===== src/rtl/mem_arbiter.sv =====
// Arbiter for the single-port unified memory, shared by the fetch port and the data port.
// Data wins ties; after STARVE_MAX contested data grants the fetch port is forced through.
module mem_arbiter #(
    parameter int unsigned ADDR_W     = 16,
    parameter int unsigned DATA_W     = 16,
    parameter int unsigned MEM_LAT    = 4,
    parameter int unsigned STARVE_MAX = 3
) (
    input  logic              clk,
    input  logic              rst,
    input  logic              i_req,
    input  logic [ADDR_W-1:0] i_addr,
    output logic              i_ready,
    output logic              i_done,
    output logic [DATA_W-1:0] i_rdata,
    input  logic              d_req,
    input  logic              d_wr,
    input  logic [ADDR_W-1:0] d_addr,
    input  logic [DATA_W-1:0] d_wdata,
    output logic              d_ready,
    output logic              d_done,
    output logic [DATA_W-1:0] d_rdata,
    output logic              mem_en,
    output logic              mem_wr,
    output logic [ADDR_W-1:0] mem_addr,
    output logic [DATA_W-1:0] mem_wdata,
    input  logic [DATA_W-1:0] mem_rdata,
    output logic              busy
);

    localparam int unsigned LAT_W = $clog2(MEM_LAT + 1);
    localparam int unsigned STV_W = $clog2(STARVE_MAX + 1);
    localparam logic [LAT_W-1:0] LAT_LAST = LAT_W'(MEM_LAT - 1);
    localparam logic [STV_W-1:0] STV_MAX  = STV_W'(STARVE_MAX);

    typedef enum logic [1:0] {
        IDLE   = 2'd0,
        ACCESS = 2'd1,
        DONE   = 2'd2
    } state_t;

    typedef struct packed {
        logic              port_d;
        logic              wr;
        logic [ADDR_W-1:0] addr;
        logic [DATA_W-1:0] wdata;
    } req_t;

    state_t            state_q, state_d;
    logic [LAT_W-1:0]  lat_cnt_q, lat_cnt_d;
    logic [STV_W-1:0]  starve_cnt_q, starve_cnt_d;
    req_t              req_q, req_d;
    logic [DATA_W-1:0] i_rdata_q, i_rdata_d;
    logic [DATA_W-1:0] d_rdata_q, d_rdata_d;
    logic              i_done_q, i_done_d;
    logic              d_done_q, d_done_d;
    logic              mem_en_q, mem_en_d;
    logic              mem_wr_q, mem_wr_d;
    logic              busy_q, busy_d;

    logic pick_i, pick_d, can_accept;

    // Fetch wins only when alone or when data has starved it STARVE_MAX times.
    assign pick_i     = i_req & (~d_req | (starve_cnt_q == STV_MAX));
    assign pick_d     = d_req & ~pick_i;
    assign can_accept = rst & (state_q == IDLE);
    assign i_ready    = can_accept & pick_i;
    assign d_ready    = can_accept & pick_d;

    always_comb begin
        state_d      = state_q;
        lat_cnt_d    = lat_cnt_q;
        starve_cnt_d = starve_cnt_q;
        req_d        = req_q;
        i_rdata_d    = i_rdata_q;
        d_rdata_d    = d_rdata_q;
        i_done_d     = 1'b0;
        d_done_d     = 1'b0;
        mem_en_d     = mem_en_q;
        mem_wr_d     = mem_wr_q;
        busy_d       = busy_q;

        case (state_q)
            IDLE: begin
                if (i_ready || d_ready) begin
                    state_d      = ACCESS;
                    lat_cnt_d    = '0;
                    req_d.port_d = d_ready;
                    req_d.wr     = d_ready & d_wr;
                    req_d.addr   = d_ready ? d_addr : i_addr;
                    req_d.wdata  = d_ready ? d_wdata : '0;
                    mem_en_d     = 1'b1;
                    mem_wr_d     = d_ready & d_wr;
                    busy_d       = 1'b1;
                    if (i_ready) begin
                        starve_cnt_d = '0;
                    end else if (i_req && starve_cnt_q != STV_MAX) begin
                        starve_cnt_d = starve_cnt_q + 1'b1;
                    end
                end
            end
            ACCESS: begin
                lat_cnt_d = lat_cnt_q + 1'b1;
                if (lat_cnt_q == LAT_LAST) begin
                    state_d  = DONE;
                    mem_en_d = 1'b0;
                    mem_wr_d = 1'b0;
                    i_done_d = ~req_q.port_d;
                    d_done_d = req_q.port_d;
                    if (!req_q.wr) begin
                        if (req_q.port_d) d_rdata_d = mem_rdata;
                        else              i_rdata_d = mem_rdata;
                    end
                end
            end
            DONE: begin
                state_d = IDLE;
                busy_d  = 1'b0;
            end
            default: begin
                state_d  = IDLE;
                mem_en_d = 1'b0;
                mem_wr_d = 1'b0;
                busy_d   = 1'b0;
            end
        endcase
    end

    always_ff @(posedge clk) begin
        if (!rst) begin
            state_q      <= IDLE;
            lat_cnt_q    <= '0;
            starve_cnt_q <= '0;
            req_q        <= '0;
            i_rdata_q    <= '0;
            d_rdata_q    <= '0;
            i_done_q     <= 1'b0;
            d_done_q     <= 1'b0;
            mem_en_q     <= 1'b0;
            mem_wr_q     <= 1'b0;
            busy_q       <= 1'b0;
        end else begin
            state_q      <= state_d;
            lat_cnt_q    <= lat_cnt_d;
            starve_cnt_q <= starve_cnt_d;
            req_q        <= req_d;
            i_rdata_q    <= i_rdata_d;
            d_rdata_q    <= d_rdata_d;
            i_done_q     <= i_done_d;
            d_done_q     <= d_done_d;
            mem_en_q     <= mem_en_d;
            mem_wr_q     <= mem_wr_d;
            busy_q       <= busy_d;
        end
    end

    assign i_done    = i_done_q;
    assign d_done    = d_done_q;
    assign i_rdata   = i_rdata_q;
    assign d_rdata   = d_rdata_q;
    assign mem_en    = mem_en_q;
    assign mem_wr    = mem_wr_q;
    assign mem_addr  = req_q.addr;
    assign mem_wdata = req_q.wdata;
    assign busy      = busy_q;

endmodule


===== config.mk =====
export PLATFORM = sky130hd
export DESIGN_NAME = mem_arbiter
export DESIGN_NICKNAME = d
export VERILOG_FILES = /design/src/rtl/mem_arbiter.sv
export SDC_FILE = /design/constraint.sdc
export NUM_CORES = 1
export LEC_CHECK = 0
export BUFFER_PORTS_ARGS = -buffer_cell sky130_fd_sc_hd__buf_2
export CORE_MARGIN = 10
export CORE_UTILIZATION = 52
export DETAILED_ROUTE_END_ITERATION = 7
export PLACE_DENSITY = 0.95
export SKIP_LAST_GASP = 1
export SLEW_MARGIN = 20
export SYNTH_ARGS = -nofsm -noshare
export SYNTH_HDL_FRONTEND = slang
export SYNTH_SLANG_ARGS = --single-unit

===== constraint.sdc =====
create_clock -name clk -period 2.2 [get_ports clk]
set_clock_uncertainty 0.05 [all_clocks]
set_input_delay 0.11 -clock clk [delete_from_list [all_inputs] [get_ports clk]]
set_output_delay 0.11 -clock clk [all_outputs]
set_load 0.01 [all_outputs]

Word level (Yosys, flattened, before mapping):

Index checks and enable logic that the tools add are counted.

* add/subtract/negate cells: 2
* equal/unequal tests: 7
* mux-type cells: 15
* bitwise logic cells: 13
* reductions and logical operators: 14

Operator list (number)
* 16-bit 2-to-1 mux: 2
* 3-bit AND reduction: 3
* 2-bit 2-to-1 mux: 4
* 2-bit AND reduction: 4
* 4-bit AND reduction: 2
* 1-bit bitwise AND: 6
* 1-bit inverter: 6
* 1-bit one-hot mux with 3 select lines: 2
* 3-bit one-hot mux with 2 select lines: 1
* 2-bit equality test, second input constant: 2
* 2-bit inequality test, second input constant: 2
* 2-bit one-hot mux with 2 select lines: 1
* 2-bit nonzero test: 2
* 3-bit by 1-bit adder with 3-bit output, second input constant: 1
* 3-bit by 2-bit equality test with 1-bit output, second input constant: 1
* 1-bit 2-to-1 mux: 3
* 3-bit 2-to-1 mux: 1
* 2-bit by 1-bit adder with 2-bit output, second input constant: 1
* 2-bit by 1-bit equality test with 1-bit output, second input constant: 1
* 2-bit logical NOT: 1
* 2-bit by 1-bit inequality test with 1-bit output, second input constant: 1
* 1-bit one-hot mux with 2 select lines: 1
* 1-bit logical AND: 1
* 1-bit logical OR: 1
* 1-bit OR: 1

* register bits: 78
* output and inout bits: 71
* word-level logic and storage cells: 65

Logic depth before layout (Yosys ltp):

* depth in word-level cells: 9
* gate-level depth with buffers: 6
* gate-level depth less buffers: 5

Worst setup path before layout:

OpenSTA, ideal clock, no wires.

* path type: register to output
* start point: reg state_q[1]
* end point: out i_ready
* arrival: 1.363 ns
* required time: 2.040 ns
* slack: 0.677 ns
* stages on the path, launching flop included: 6
* path buffers: 3
* cell sequence: dfxtp_1 -> buf_6 -> or3b_1 -> buf_6 -> buf_6 -> nor3_1

* longest elaborated chain between the ends: 3

RTL lines
* start, declared: RTL line 49 `state_t state_q, state_d;`
* start signal, assigned: RTL line 143 `state_q <= state_d;`
* 2-bit logical NOT: RTL line 66 `assign can_accept = rst & (state_q == IDLE);`
* 1-bit bitwise AND: RTL line 66
* 1-bit bitwise AND: RTL line 67 `assign i_ready = can_accept & pick_i;`
* end, declared: RTL line 13 `output logic i_ready,`

No other way between the ends.

Worst setup path in the final report:

Same ends and word-level chain as after synthesis.

==> impl_metrics.env <==
export IMPL_holdCritStartpoint="mem_rdata[9]"
export IMPL_ys_warn_count=0
export IMPL_seq_area_frac_synth_pct=45.0
export IMPL_rows=29
export IMPL_hpwl_um=6610
export IMPL_n_antenna_cell=0
export IMPL_maxClockFrequency_mhz=509
export IMPL_clk_latency_ps=330
export IMPL_drt_wl_total_um=9730
export IMPL_cp_buffers_inverters=1
export IMPL_required_ps=2040
export IMPL_final_net_count=561
export IMPL_path_clk_slew_ps=80
export IMPL_htree_levels=3
export IMPL_fin_util_pct=68.1
export IMPL_grt_ovfl_total=0
export IMPL_status="complete, no violations"
export IMPL_grt_pass1_wl_um=15500
export IMPL_cp_depth=3
export IMPL_hold_depth=3
export IMPL_crit_type="flip-flop to output port"
export IMPL_wl_per_cell_um=17.0
export IMPL_crit_path_start="state_q[1]"
export IMPL_viasPerCell=5.38
export IMPL_synthToLayoutAreaGrowth_pct=26.0
export IMPL_core_area_sq_um=6420
export IMPL_cts_tree="yes"
export IMPL_syn_area_per_cell_sq_um=9.48
export IMPL_cap_violations=0
export IMPL_vdd_drop_max_uv=405
export IMPL_drt_iter0_drc=96
export IMPL_synth_nets=438
export IMPL_clock_sinks=78
export IMPL_r2r_start="lat_cnt_q[0]"
export IMPL_hold_ws_ps=17.7
export IMPL_layout_drive_gt1_share_pct=34.2
export IMPL_die_area_sq_um=10300
export IMPL_final_common_cell="buf_2"
export IMPL_synthTopCellsByArea="dfxtp_1 (45%), mux2i_1 (14%), buf_4 (7.8%)"
export IMPL_hold_viol_final=0
export IMPL_period_minus_slack_ps=1960
export IMPL_critPathMaxStageDelay_ps=580
export IMPL_crit_path_cell_trace="or3b_4, nor3_1, buf_2"
export IMPL_fin_tns_setup_ps=0
export IMPL_postCtsSetupBuffers=0
export IMPL_syn_area_sq_um=3470
export IMPL_clockBufferDepth=2
export IMPL_die_w_um=102
export IMPL_cp_slowest_cell="or3b_4"
export IMPL_startpoint_type="flip-flop"
export IMPL_ys_ff_latch=78
export IMPL_slew_headroom_pct=56.9
export IMPL_hp_class="input port to flip-flop"
export IMPL_dp_slack_ps=310
export IMPL_fin_ws_ps=235
export IMPL_final_cell_mix="buf_2 (139), dfxtp_1 (78), nand2_1 (50)"
export IMPL_vias=3070
export IMPL_crit_fanout=23
export IMPL_tightestPinTransition_ps=646
export IMPL_cts_made_buffers=9
export IMPL_grt_antenna_before_repair=1
export IMPL_setup_viol=0
export IMPL_finalPower_mw=2.93
export IMPL_yosysTopAreaCellShare_pct=45.0
export IMPL_drc=0
export IMPL_track_usage_pct=18.5
export IMPL_grt_pass1_vias=3142
export IMPL_p_leak_nw=2.11
export IMPL_netlist_instances=366
export IMPL_powerDensity_nw_per_um2=670
export IMPL_r2r_cells=4
export IMPL_synth_area_leader_cell="dfxtp_1"
export IMPL_design_area_sq_um=4370
export IMPL_start_util_pct=54.0
export IMPL_worst_setup_path_end_kind="output port"
export IMPL_dpl_cell_area_sq_um=3880
export IMPL_cts_root_buf="clkbuf_8"
export IMPL_place_inst=526
export IMPL_rsz0062_at_grt="no"
export IMPL_cp_data_arrival_time_ps=1800
export IMPL_io_pins=140
export IMPL_fin_crit_sh_pct=89.3
export IMPL_dr_pass1_iters=4
export IMPL_path_delay_family="simple AND/OR/NAND/NOR gates"
export IMPL_synthDistinctLibCells=35
export IMPL_fillers=500
export IMPL_die_h_um=102
export IMPL_grt_max_degree=51
export IMPL_final_cells=571
export IMPL_place_gp_congestion=0.780
export IMPL_io_buffers=139
export IMPL_route_antenna_remaining_nets=0
export IMPL_maxSlewViolCount=0
==> synthesized netlist by cell type (all sizes together) <==
| cell | n |
|---|---|
| nor2b | 4 |
| and2 | 1 |
| buf | 51 |
| nand3 | 17 |
| a2111oi | 1 |
| inv | 4 |
| nor2 | 4 |
| a31o | 1 |
| o211ai | 1 |
| o21a | 1 |
| ha | 3 |
| dfxtp | 78 |
| or3b | 1 |
| a21boi | 1 |
| o21ai | 23 |
| a21oi | 39 |
| clkbuf | 11 |
| or2 | 1 |
| or2b | 1 |
| nor3b | 1 |
| nor3 | 2 |
| nand4 | 1 |
| nand2 | 50 |
| nand4b | 2 |
| mux2i | 48 |
| a211oi | 17 |
| and4bb | 1 |
| and3 | 1 |
==> logic make-up (layout without fill, tap and decap cells) <==
group	count (synthesis)	in the layout	share of synthesized area, %
AO/OA/AOI/OAI	84	84	14.0
adder cells (fa/ha/maj)	3	3	1.08
multiplexers	48	48	13.8
buffers and inverters	66	194	13.4
AND/OR/NAND/NOR	87	87	12.7
flip-flops	78	78	45.0
==> state kept, by name (all words and copies together), names as in the netlist <==
register and flops:
req_q 2, mem_wr 1, i_done 1, lat_cnt_q 3
mem_wdata 16, state_q 2, i_rdata 16, mem_en 1
d_done 1, mem_addr 16, busy 1, d_rdata 16
starve_cnt_q 2
==> worst min-delay path, delay by kind of cell <==
| kind | cells | cell delay [ps] |
|---|---|---|
| AND/OR/NAND/NOR | 1 | 80 |
| multiplexers | 1 | 70 |
| buffers and inverters | 1 | 90 |
==> report_power, final <==
group	switching [mW]	leakage [nW]	total [mW]	internal, mW
sequential	0.0273	0.634	1.48	1.46
clock	0.487	0.106	1.07	0.581
combinational	0.197	1.37	0.377	0.180
total	0.712	2.11	2.93	2.22
==> final cells by class <==
| class | count | area, sq um | share of cell area [%] |
|---|---|---|---|
| Sequential cell | 78 | 1560 | 35.7 |
| Timing Repair Buffer | 174 | 1040 | 23.9 |
| Inverter | 4 | 15.0 | 0.343 |
| Tap cell | 77 | 96.3 | 2.20 |
| Clock buffer | 12 | 155 | 3.55 |
| Multi-Input combinational cell | 222 | 1460 | 33.3 |
| Clock inverter | 4 | 45.0 | 1.03 |
==> repair_timing <==
item,4_1_cts,5_1_grt
hold buffers,29,0
resized for setup,0,2
hold endpoints to repair,39,0
setup endpoints to repair,0,1
==> layer usage <==
layer | global-route usage, % | wire length, um | vias to the layer above | share of wire [%]
li1 | - | - | 1482 | -
met5 | 0 | 7 | - | 0.072
met2 | 32.3 | 4890 | 123 | 50
met1 | 19.0 | 3590 | 1447 | 37
met4 | 6.49 | 133 | 2 | 1.4
met3 | 8.65 | 1110 | 16 | 11
==> final timing paths <==
check                              endpoint  slack, ps
worst max register to register  i_rdata[12]        360
worst max-delay path                i_ready        240
worst min register to register   i_rdata[8]        410
worst min-delay path             i_rdata[9]         20
(Power assumes the default switching activity.)
